`src/rtl/axi_llc_burst_sequencer.sv`:
```
// Splits one AXI Ax transaction into per-cache-line LLC descriptors by stepping a registered
// channel through the external combinational burst cutter.

// Minimal descriptor type so the block elaborates on its own; real users override desc_t.
typedef struct packed {
  logic x_last;
} axi_llc_seq_desc_default_t;

module axi_llc_burst_sequencer #(
  parameter type         chan_t   = logic,
  parameter type         desc_t   = axi_llc_seq_desc_default_t,
  parameter int unsigned CntWidth = 9
) (
  input  logic                clk_i,
  input  logic                rst_ni,
  input  chan_t               ax_chan_i,
  input  logic                ax_valid_i,
  output logic                ax_ready_o,
  output chan_t               cut_chan_o,
  input  chan_t               cut_next_i,
  input  desc_t               cut_desc_i,
  output desc_t               desc_o,
  output logic                desc_valid_o,
  input  logic                desc_ready_i,
  output logic                busy_o,
  output logic [CntWidth-1:0] desc_cnt_o
);

  typedef enum logic [0:0] {StIdle, StSplit} state_e;

  localparam logic [CntWidth-1:0] CntOne = CntWidth'(1);

  state_e              state_q, state_d;
  chan_t               chan_q, chan_d;
  logic [CntWidth-1:0] cnt_q, cnt_d, cnt_inc;
  logic                desc_hs, last;

  assign desc_hs = (state_q == StSplit) & desc_ready_i;
  assign last    = cut_desc_i.x_last;
  // Saturate rather than wrap so a too-narrow counter never reads as a small count.
  assign cnt_inc = (&cnt_q) ? cnt_q : cnt_q + CntOne;

  assign busy_o       = (state_q == StSplit);
  assign desc_valid_o = (state_q == StSplit);
  assign desc_o       = cut_desc_i;
  assign cut_chan_o   = chan_q;
  assign desc_cnt_o   = cnt_q;
  assign ax_ready_o   = (state_q == StIdle) | (desc_hs & last);

  always_comb begin
    state_d = state_q;
    chan_d  = chan_q;
    cnt_d   = cnt_q;
    unique case (state_q)
      StIdle: begin
        if (ax_valid_i) begin
          chan_d  = ax_chan_i;
          cnt_d   = '0;
          state_d = StSplit;
        end
      end
      StSplit: begin
        if (desc_hs) begin
          if (!last) begin
            chan_d = cut_next_i;
            cnt_d  = cnt_inc;
          end else if (ax_valid_i) begin
            // Chain the next transaction without an idle bubble.
            chan_d = ax_chan_i;
            cnt_d  = '0;
          end else begin
            cnt_d   = cnt_inc;
            state_d = StIdle;
          end
        end
      end
      default: state_d = StIdle;
    endcase
  end

  always_ff @(posedge clk_i) begin
    if (!rst_ni) begin
      state_q <= StIdle;
      chan_q  <= '0;
      cnt_q   <= '0;
    end else begin
      state_q <= state_d;
      chan_q  <= chan_d;
      cnt_q   <= cnt_d;
    end
  end

`ifndef SYNTHESIS
  desc_stable_a : assert property (@(posedge clk_i) disable iff (!rst_ni)
      (desc_valid_o && !desc_ready_i) |=> $stable(desc_o));

  no_ax_hs_mid_split_a : assert property (@(posedge clk_i) disable iff (!rst_ni)
      !(ax_valid_i && ax_ready_o && (state_q == StSplit) && !(desc_hs && last)));
`endif

endmodule

```
`config.mk`:
```
export PLATFORM = sky130hd
export DESIGN_NAME = axi_llc_burst_sequencer
export DESIGN_NICKNAME = d
export VERILOG_FILES = /design/src/rtl/axi_llc_burst_sequencer.sv
export SDC_FILE = /design/constraint.sdc
export NUM_CORES = 1
export LEC_CHECK = 0
export BUFFER_PORTS_ARGS = -buffer_cell sky130_fd_sc_hd__buf_2
export CORE_UTILIZATION = 42
export CTS_CLUSTER_DIAMETER = 200
export DETAILED_ROUTE_END_ITERATION = 8
export PLACE_DENSITY = 0.75
export SKIP_LAST_GASP = 1
export SYNTH_ARGS = -nofsm -noshare
export SYNTH_HDL_FRONTEND = slang
export SYNTH_SLANG_ARGS = --single-unit
```
`constraint.sdc`:
```
create_clock -name clk_i -period 1.75 [get_ports clk_i]
set_clock_uncertainty 0.05 [all_clocks]
set_input_delay 0 -clock clk_i [delete_from_list [all_inputs] [get_ports clk_i]]
set_output_delay 0 -clock clk_i [all_outputs]
set_load 0.01 [all_outputs]
```
==> results of run 1 <==
==> tightest hold or removal path: stages <==
cell and delay (ns):
buf_2 0.09, mux2i_1 0.13, a221oi_1 0.09
==> layout by cell type, fill, tap and decap left out, types with 2 or more instances in the layout <==
cell type / Yosys / final
and3_1: 2 / 2
and3_4: 2 / 2
a21oi_1: 4 / 3
dlygate4sd3_1: 0 / 2
inv_1: 3 / 3
nand2_1: 5 / 5
dfxtp_1: 11 / 10
nor3_1: 2 / 2
nor2_1: 3 / 3
a21o_1: 2 / 2
mux2i_1: 2 / 2
buf_4: 2 / 3
a31oi_1: 2 / 2
clkbuf_4: 0 / 3
buf_2: 0 / 20
o21ai_0: 2 / 2
nand3_1: 8 / 8
==> logic make-up after synthesis <==
kind of cell | synth area share
AND/OR/NAND/NOR | 0.287
AO/OA/AOI/OAI | 0.257
flip-flops | 0.356
buffers and inverters | 0.0485
multiplexers | 0.0323
adder cells (fa/ha/maj) | 0.0202
==> metrics by stage <==
| step | power, mW | setup WS (ns) | instance area, um^2 | TNS (ns) |
|---|---|---|---|---|
| 2_1_floorplan | 0.305 | 0.0210 | 619 | 0 |
| 3_3_place_gp | 0.332 | 0.105 | 742 | 0 |
| 3_5_place_dp | 0.335 | 0.0483 | 742 | 0 |
| 4_1_cts | 0.512 | 0.0414 | 790 | 0 |
| 5_1_grt | 0.535 | -0.00215 | 801 | -0.00215 |
| 6_report | 0.508 | 0.0672 | 801 | 0 |
==> power by group <==
group          leakage [nW]  total [mW]  internal [mW]  switching (mW)
Sequential           0.0900       0.259          0.254         0.00541
Combinational         0.260      0.0726         0.0319          0.0408
Clock                0.0177       0.176         0.0848          0.0911
Total                 0.368       0.508          0.371           0.137
==> layer usage <==
metal	vias up	wire length (um)
met4	0	11
met1	324	752
li1	331	-
met3	2	89
met2	19	769
met5	-	0
==> worst min path at each step <==
| stage | start | to | slack [ns] | cells past startpoint |
|---|---|---|---|---|
| after CTS | ax_chan_i | cut_chan_o$_SDFFE_PN0P_ | 0.05 | 3 |
| after floorplan | cut_desc_i | desc_o | 0.04 | 1 |
| after global routing | ax_chan_i | cut_chan_o$_SDFFE_PN0P_ | 0.04 | 3 |
| after global placement | cut_desc_i | desc_o | 0.18 | 2 |
| after detailed placement | cut_desc_i | desc_o | 0.19 | 2 |
| final | ax_chan_i | cut_chan_o$_SDFFE_PN0P_ | 0.04 | 3 |
==> flip-flops by register name (all words and copies together) (netlist names) <==
signal      count
busy_o          1
cut_chan_o      1
desc_cnt_o      9
==> final cells by class <==
class	instances	area [um^2]	area share
sequential	11	224	0.280
multi-input combinational	55	377	0.470
clock inverter	1	5.00	0.00625
clock buffer	3	22.5	0.0281
inverter	3	11.3	0.0141
timing repair buffer	25	143	0.178
tap	15	18.8	0.0234
==> what timing repair did <==
action	CTS	global route
setup endpoints to repair	0	1
resized for setup	0	4
endpoints found under the hold margin	3	0
hold buffers	2	0
==> out/results.txt, run 1 <==
Syn Area/Cell: 8.60 um^2
Drt pass-1 iters: 5
CP dominant cell by count: and3_4
Largest net degree at the start of global routing: 9
Area grow syn2layout: 29.3%
Gr usage total: 0.218
Worst r2r path cells: 5
Dominant cell type by area after synthesis: dfxtp_1
GRT met2 Usage: 0.349
Post-CTS setup buffer count: 0
Post-Syn Area: 619 um^2
Most frequent cells after synthesis: dfxtp_1 (11), nand3_1 (8), nand2_1 (5)
ANT nets after route: 0
Worst-Margin Slew: 0.317 ns
Top-area cell type share of the netlist area: 0.356
Total gr overflow: 0
Power Density: 634 nW/um^2
Cell Rows: 13
Die width: 40.4 um
Vias in the first global route: 531
Synth warn: 0
Final Hold Viols: 0
Fmax: 594 MHz
Die area: 1630 um^2
Ys async rst share: 0
Top delay family on crit path: simple AND/OR/NAND/NOR gates
CP Cell Sequence: ha_1 -> and3_4 -> and3_4 -> or4_4 -> a21oi_2
WS Path Type: reg2reg
Pleak: 0.368 nW
Mapped Cells: 72
Status: completed
Register area share after synthesis: 0.356
Die Y-Extent: 40.4 um
Number of clock sinks: 11
First-pass GRT wire length: 2.33 mm
Most numerous cell in the Yosys netlist: dfxtp_1
Synthesized Nets: 80
Core area: 1330 um^2
WP data arrival: 1.85 ns
CP max FO: 6
Initial Util: 0.464
Critical Path RT: 1.92 ns
WP buf/inv: 0
TritonCTS Buffers: 3
Fillers: 131
Gpl congestion: 0.813
Hold_ws: 0.0434 ns
CTS clk-pin slew, worst paths: 0.07 ns
Post-synth top flop: dfxtp_1
Slew HR: 0.783
EDFF count, synth: 0
Vias per cell: 5.98
Worst R2R Setup Slack: 0.07 ns
Met1 usage: 0.266
Drt total wl: 1.62 mm
Nets: 107
CP max stage cell: or4_4
Synth area leaders: dfxtp_1 (36%), nand3_1 (6.5%), and3_4 (3.6%), a21oi_1 (3.2%), mux2i_1 (3.2%)
Layout cells sized above 1: 0.367
Crit path launch type: register
Max clock buf depth: 2
Placed Instances: 107
Number of buffers inserted by port buffering: 20
Crit path from: desc_cnt_o[1]$_SDFFE_PN0P_
DR vias: 676
Number of diodes: 0
Worst Setup End Kind: register
Worst min-delay path class: in2reg
Crit path depth: 5
Seq cells post-synth: 11
DRC: 0
Ports: 21
Layout Cells excl Fill: 113
Crit-path max cell delay: 0.51 ns
GR peak layer: met2
VDD IR-drop max: 470 uV
Final period util: 0.962
Slew Viols, Final: 0
Initial antenna violation count: 0
Worst r2r src: desc_cnt_o[1]$_SDFFE_PN0P_
H-tree depth: 1
Critical path capture point: desc_cnt_o[3]$_SDFFE_PN0P_
Final Critical Period: 1.68 ns
Average wire per standard cell: 14.4 um
Initial drt markers: 19
Worst-Skew Late Latency: 0.27 ns
Reg2Reg Capture Point: desc_cnt_o[3]$_SDFFE_PN0P_
Setup violators final: 0
Met3 usage: 0.100
Root Buffer: clkbuf_4
CTS tree: done
Fin util: 0.600
Post-synthesis cell type count: 35
Maxcap violations: 0
Note: power is estimated with default switching activity, not from simulation.
==> run 2: changes to the inputs <==
Settings changed: ABC_AREA set to 1, CORE_UTILIZATION 42 to 44, PLACE_DENSITY 0.75 to not set, PLACE_DENSITY_LB_ADDON set to 0.1.
==> out/results.txt, run 2 <==
Power Density: 604 nW/um^2 (-4.8%)
H-tree depth: 1 (unchanged)
Worst-Skew Late Latency: 0.27 ns (about the same)
Worst r2r path cells: 7 (+2)
Post-route setup slack: 0.348 ns (+0.281 ns)
Nets: 137 (+28%)
Critical Path RT: 1.89 ns (-0.03 ns)
Worst R2R Setup Slack: 0.35 ns (+0.28 ns)
Sequential share of power: 0.509 (-0.002)
CP max FO: 8 (+2)
Worst hold start: desc_ready_i
Layout cells sized above 1: 0.289 (-0.0783)
Die Y-Extent: 42.1 um (+4.3%)
Clk pwr share: 0.351 (+0.005)
Final period util: 0.801 (-0.160)
Syn Area/Cell: 6.74 um^2 (-22%)
Max reg flops: 9 (unchanged)
Worst r2r src: desc_cnt_o[1]$_SDFFE_PN0P_
Synth area leaders: dfxtp_1 (31%), nand2_1 (15%), inv_1 (6.9%), nand3_1 (5.7%), o21ai_0 (5.7%)
Top-area cell type share of the netlist area: 0.311 (-0.0446)
Final Critical Period: 1.40 ns (-0.281 ns)
Hold Crit Depth: 4 (+1)
Die area: 1770 um^2 (+8.7%)
Sw Pwr: 142 uW (+3.7%)
Total gr overflow: 0 (unchanged)
EDFF count, synth: 0 (unchanged)
Core area: 1510 um^2 (+13%)
Most frequent cells in the layout: nand2_1 (28), buf_2 (20), inv_1 (13)
Reg2Reg Capture Point: desc_cnt_o[4]$_SDFFE_PN0P_
Cell internal pwr: 370 uW (about the same)
Root Buffer: clkbuf_4
Number of clock sinks: 11 (unchanged)
HPWL after DPL: 1.20 mm
Mapped Cells: 105 (+46%)
Worst Setup End Kind: register
Max clock buf depth: 2 (unchanged)
First-pass GRT wire length: 2.62 mm (+12%)
Worst min-delay path class: in2reg
Area grow syn2layout: 20.0%
Unrepaired setup endpoints after global routing: false
Post-synthesis cell type count: 22 (-37%)
Initial Util: 0.470 (+0.00575)
Worst-Margin Slew: 0.281 ns (-0.0357 ns)
Setup TNS: 0 ns (unchanged)
Die width: 42.1 um (+4.3%)
Final Hold Viols: 0 (unchanged)
Gpl congestion: 0.747 (-8.1%)
Most numerous cell in the Yosys netlist: nand2_1
Commonest non-fill, non-tap cell in the layout: nand2_1
Cell Rows: 14 (+1)
Most frequent cells after synthesis: nand2_1 (28), inv_1 (13), dfxtp_1 (11)
Worst Hold Path EP: cut_chan_o$_SDFFE_PN0P_
Average wire per standard cell: 11.4 um (-21%)
DRC: 0 (unchanged)
Pleak: 0.401 nW (+9.0%)
DR vias: 740 (+9.5%)
Ports: 21 (unchanged)
Vias in the first global route: 653 (+23%)
Ys async rst share: 0 (unchanged)
Gr usage total: 0.192 (-0.0253)
Synthesized Nets: 113 (+41%)
Dominant cell type by area after synthesis: dfxtp_1
CTS tree: done
Slew Viols, Final: 0 (unchanged)
Place WS: 0.430 ns (+0.382 ns)
Largest net degree at the start of global routing: 10 (+1)
Initial antenna violation count: 0 (unchanged)
ANT nets after route: 0 (unchanged)
Number of buffers inserted by port buffering: 20 (unchanged)
Maxcap violations: 0 (unchanged)
Initial drt markers: 26 (+7)
Slew HR: 0.812 (+0.0294)
Drt pass-1 iters: 4 (-1)
CTS clk-pin slew, worst paths: 0.08 ns (about the same)
Seq cells post-synth: 11 (unchanged)
Vias per cell: 5.14 (-14%)
Setup violators final: 0 (unchanged)
Sw frac: 0.278 (+0.00739)
Post-synth top flop: dfxtp_1
TritonCTS Buffers: 3 (unchanged)
VDD IR-drop max: 358 uV (-24%)
Register area share after synthesis: 0.311 (-0.0446)
Number of diodes: 0 (unchanged)
WS Path Type: reg2reg
Status: completed
Post-CTS setup buffer count: 0 (unchanged)
Drt total wl: 1.64 mm (+1.1%)
Post-Syn Area: 708 um^2 (+14%)
Crit path launch type: register
Combinational power share: 0.140 (-0.003)
WP data arrival: 1.54 ns (-0.31 ns)
Fmax: 713 MHz (+20%)
Synth warn: 0 (unchanged)
run 2: cell count changes in the layout (fill, tap and decap cells not counted), moves of 3 or more:
cell and change:
o21ai_0 +6, buf_4 -3, inv_1 +10, nand2_1 +23, nand2_2 +3, a21oi_1 +4
nor2_1 +5
run 2: cell families after synthesis:
logic type | count (synthesis) | share of synthesized area
adder cells (fa/ha/maj) | 1 | 0.0177
AO/OA/AOI/OAI | 20 | 0.177
buffers and inverters | 17 | 0.101
AND/OR/NAND/NOR | 56 | 0.394
flip-flops | 11 | 0.311
run 2: layer usage:
layer	GRT usage	part of all wire	vias up	routed length, um
met3	0.0259	0.030	6	49
met5	0	0	-	0
met2	0.322	0.46	20	758
met4	0.0938	0.016	0	27
li1	-	-	387	-
met1	0.243	0.49	327	805
run 2: worst max-delay path by stage:
| stage | start | end | slack, ns | depth (start not counted) |
|---|---|---|---|---|
| floorplan | desc_cnt_o[1]$_SDFFE_PN0P_ | desc_cnt_o[6]$_SDFFE_PN0P_ | 0.45 | 8 |
| global placement | desc_cnt_o[1]$_SDFFE_PN0P_ | desc_cnt_o[1]$_SDFFE_PN0P_ | 0.46 | 7 |
| detailed placement | desc_cnt_o[1]$_SDFFE_PN0P_ | desc_cnt_o[1]$_SDFFE_PN0P_ | 0.43 | 7 |
| CTS | desc_cnt_o[1]$_SDFFE_PN0P_ | desc_cnt_o[4]$_SDFFE_PN0P_ | 0.36 | 7 |
| global route | desc_cnt_o[1]$_SDFFE_PN0P_ | desc_cnt_o[2]$_SDFFE_PN0P_ | 0.25 | 7 |
| finish | desc_cnt_o[1]$_SDFFE_PN0P_ | desc_cnt_o[4]$_SDFFE_PN0P_ | 0.35 | 7 |
run 2: metrics by stage:
| stage | area [um^2] | instances | hold WS (ns) | utilization | total power, mW |
|---|---|---|---|---|---|
| global placement | 813 | 139 | 0.227 | 0.540 | 0.336 |
| global route | 850 | 144 | 0.0364 | 0.564 | 0.534 |
| CTS | 850 | 144 | 0.00384 | 0.564 | 0.517 |
| finish | 850 | 144 | 0.00894 | 0.564 | 0.513 |
| detailed placement | 813 | 139 | 0.226 | 0.540 | 0.337 |
| floorplan | 708 | 105 | 0.0418 | - | 0.310 |
run 2: timing repair:
item,CTS,global route
hold endpoints to repair,3,0
hold buffers,1,0
resized for setup,0,0
run 2: critical path, cell delays in order (launching register included):
cell     delay, ns
dfxtp_1       0.38
ha_1          0.19
nand2_2       0.10
nor2_8        0.15
nand3_4       0.12
nand3_1       0.09
nand2_1       0.06
a21oi_1       0.16
run 2: power groups by stage:
stage          registers, mW  clock network [mW]  logic, mW
3_3_place_gp           0.267                   0     0.0692
3_5_place_dp           0.267                   0     0.0696
2_1_floorplan          0.270                   0     0.0401
6_report               0.261               0.180     0.0719
5_1_grt                0.262               0.193     0.0790
4_1_cts                0.261               0.184     0.0716
run 2: layout make-up:
cell class	count	area [um^2]
Tap cell	16	20.0
Inverter	15	56.3
Multi-Input combinational cell	77	417
Sequential cell	11	220
Clock buffer	4	26.3
Fill cell	159	657
Timing Repair Buffer	21	110
==> run 3: changes to the inputs <==
Settings changed: ABC_AREA 1 to 0, CORE_UTILIZATION 44 to 47.
Clock period 1.75 ns to 1.4 ns, I/O delays scaled along.
==> out/results.txt, run 3 (synthesized netlist as in run 1, its figures left out) <==
Root Buffer: clkbuf_4
Place WS: -0.117 ns (-0.548 ns)
Nets: 119 (-13%)
Final period util: 1.11 (+0.304)
Drt pass-1 iters: 4 (unchanged)
ANT nets after route: 0 (unchanged)
First-pass GRT wire length: 2.79 mm (+6.6%)
Slew Viols, Final: 0 (unchanged)
Gpl congestion: 0.916 (+23%)
CP max FO: 5 (-3)
CTS clk-pin slew, worst paths: 0.08 ns (about the same)
Worst Setup End Kind: register
Hold_ws: 0.0383 ns (+0.0294 ns)
TritonCTS Buffers: 3 (unchanged)
Number of diodes: 0 (unchanged)
Initial drt markers: 16 (-38%)
Vias in the first global route: 644 (-1.4%)
Register area: 234 um^2 (+6.2%)
Tot Pwr: 669 uW (+30%)
Die area: 1470 um^2 (-17%)
Area grow syn2layout: 55.8%
DR vias: 762 (+3.0%)
Met3 usage: 0.0814 (+0.0555)
GRT met2 Usage: 0.428 (+0.106)
Pleak: 0.429 nW (+6.9%)
Most frequent cells in the layout: buf_2 (20), buf_4 (15), nand3_1 (7)
Layout cells sized above 1: 0.545 (+0.256)
Violations in the final reports: setup timing
Worst-Skew Late Latency: 0.29 ns (+0.02 ns)
Crit path launch type: register
HPWL after DPL: 1.27 mm (+5.2%)
Cell Rows: 12 (-2)
Maxcap violations: 0 (unchanged)
Status: complete, but fails checks
Max clock buf depth: 2 (unchanged)
Number of buffers inserted by port buffering: 20 (unchanged)
Cell internal pwr: 482 uW (+30%)
Average wire per standard cell: 15.4 um (+35%)
Fillers: 72 (-55%)
Sw Pwr: 187 uW (+32%)
Die width: 38.3 um (-9.1%)
Commonest non-fill, non-tap cell in the layout: buf_2
Die Y-Extent: 38.3 um (-9.1%)
H-tree depth: 1 (unchanged)
Ports: 21 (unchanged)
VDD IR-drop max: 563 uV (+57%)
WS Path Type: reg2reg
Post-route setup slack: -0.147 ns (-0.495 ns)
Sequential share of power: 0.486 (-0.023)
Combinational power share: 0.167 (+0.027)
Fin area: 965 um^2 (+14%)
Worst min-delay path class: in2reg
Unrepaired setup endpoints after global routing: true
Core area: 1170 um^2 (-22%)
Vias per cell: 6.15 (+20%)
Sw frac: 0.280 (+0.00228)
Fmax: 646 MHz (-9.4%)
CTS tree: done
GR peak layer: met2
Initial antenna violation count: 0 (unchanged)
Clk pwr share: 0.346 (-0.005)
Met1 usage: 0.367 (+0.125)
Final Hold Viols: 0 (unchanged)
Initial Util: 0.529 (+0.0587)
Largest net degree at the start of global routing: 7 (-3)
Gr usage total: 0.292 (+0.0995)
Slew HR: 0.805 (-0.00752)
Number of clock sinks: 11 (unchanged)
Worst-Margin Slew: 0.293 ns (+0.0119 ns)
Dpl cell area: 861 um^2 (+5.8%)
DRC: 0 (unchanged)
Critical Path RT: 1.57 ns (-0.32 ns)
Drt total wl: 1.91 mm (+17%)
Final Critical Period: 1.55 ns (+0.145 ns)
Total gr overflow: 0 (unchanged)
Power Density: 694 nW/um^2 (+15%)
WP data arrival: 1.72 ns (+0.18 ns)
Max reg flops: 9 (unchanged)
Setup violators final: 6 (+6)
Multi-input gate area: 443 um^2 (+6.3%)
run 3: path summary, 6_finish.rpt:
check,slack [ns],endpoint,cells after the start,start
max,-0.15,desc_cnt_o[3]$_SDFFE_PN0P_,5,desc_cnt_o[1]$_SDFFE_PN0P_
min,0.04,cut_chan_o$_SDFFE_PN0P_,3,ax_chan_i
max reg2reg,-0.15,desc_cnt_o[3]$_SDFFE_PN0P_,5,desc_cnt_o[1]$_SDFFE_PN0P_
min reg2reg,0.46,desc_cnt_o[7]$_SDFFE_PN0P_,2,desc_cnt_o[7]$_SDFFE_PN0P_
run 3: layout make-up:
type,count,share of cell area
Multi-Input combinational cell,55,0.459
Inverter,3,0.0117
Sequential cell,11,0.243
Clock buffer,4,0.0272
Tap cell,14,0.0182
Timing Repair Buffer,37,0.241
run 3: repair_timing:
| action | in CTS | in global routing |
|---|---|---|
| endpoints found under the hold margin | 4 | 0 |
| gates resized for setup | 4 | 6 |
| buffers inserted | 1 | 1 |
| setup endpoints to repair | 5 | 6 |
| hold buffers | 2 | 0 |
| pin swaps | 1 | 5 |
run 3: critical path, stage by stage, from the launching register on:
cell and delay, ns:
dfxtp_4 0.37, ha_4 0.16, and3_4 0.18, and3_4 0.18, or4_4 0.41, a21oi_2 0.12
run 3: through the flow:
step | setup TNS, ns | cells | util
6_report | -0.553 | 124 | 0.824
5_1_grt | -0.861 | 124 | 0.824
4_1_cts | -0.474 | 123 | 0.800
3_5_place_dp | -0.398 | 116 | 0.735
3_3_place_gp | -0.335 | 116 | 0.735
2_1_floorplan | -0.197 | 72 | -
run 3: power by group through the flow:
stage | sequential [mW] | combinational, mW | clock (mW)
after global routing | 0.326 | 0.121 | 0.244
after global placement | 0.331 | 0.0998 | 0
after floorplan | 0.336 | 0.0501 | 0
final | 0.325 | 0.112 | 0.232
after CTS | 0.325 | 0.110 | 0.236
after detailed placement | 0.332 | 0.101 | 0
run 3: metal layers:
layer / part of all wire / vias up
met5: 0 / -
met4: 0.020 / 0
met3: 0.089 / 6
met2: 0.48 / 46
met1: 0.41 / 355
li1: - / 355
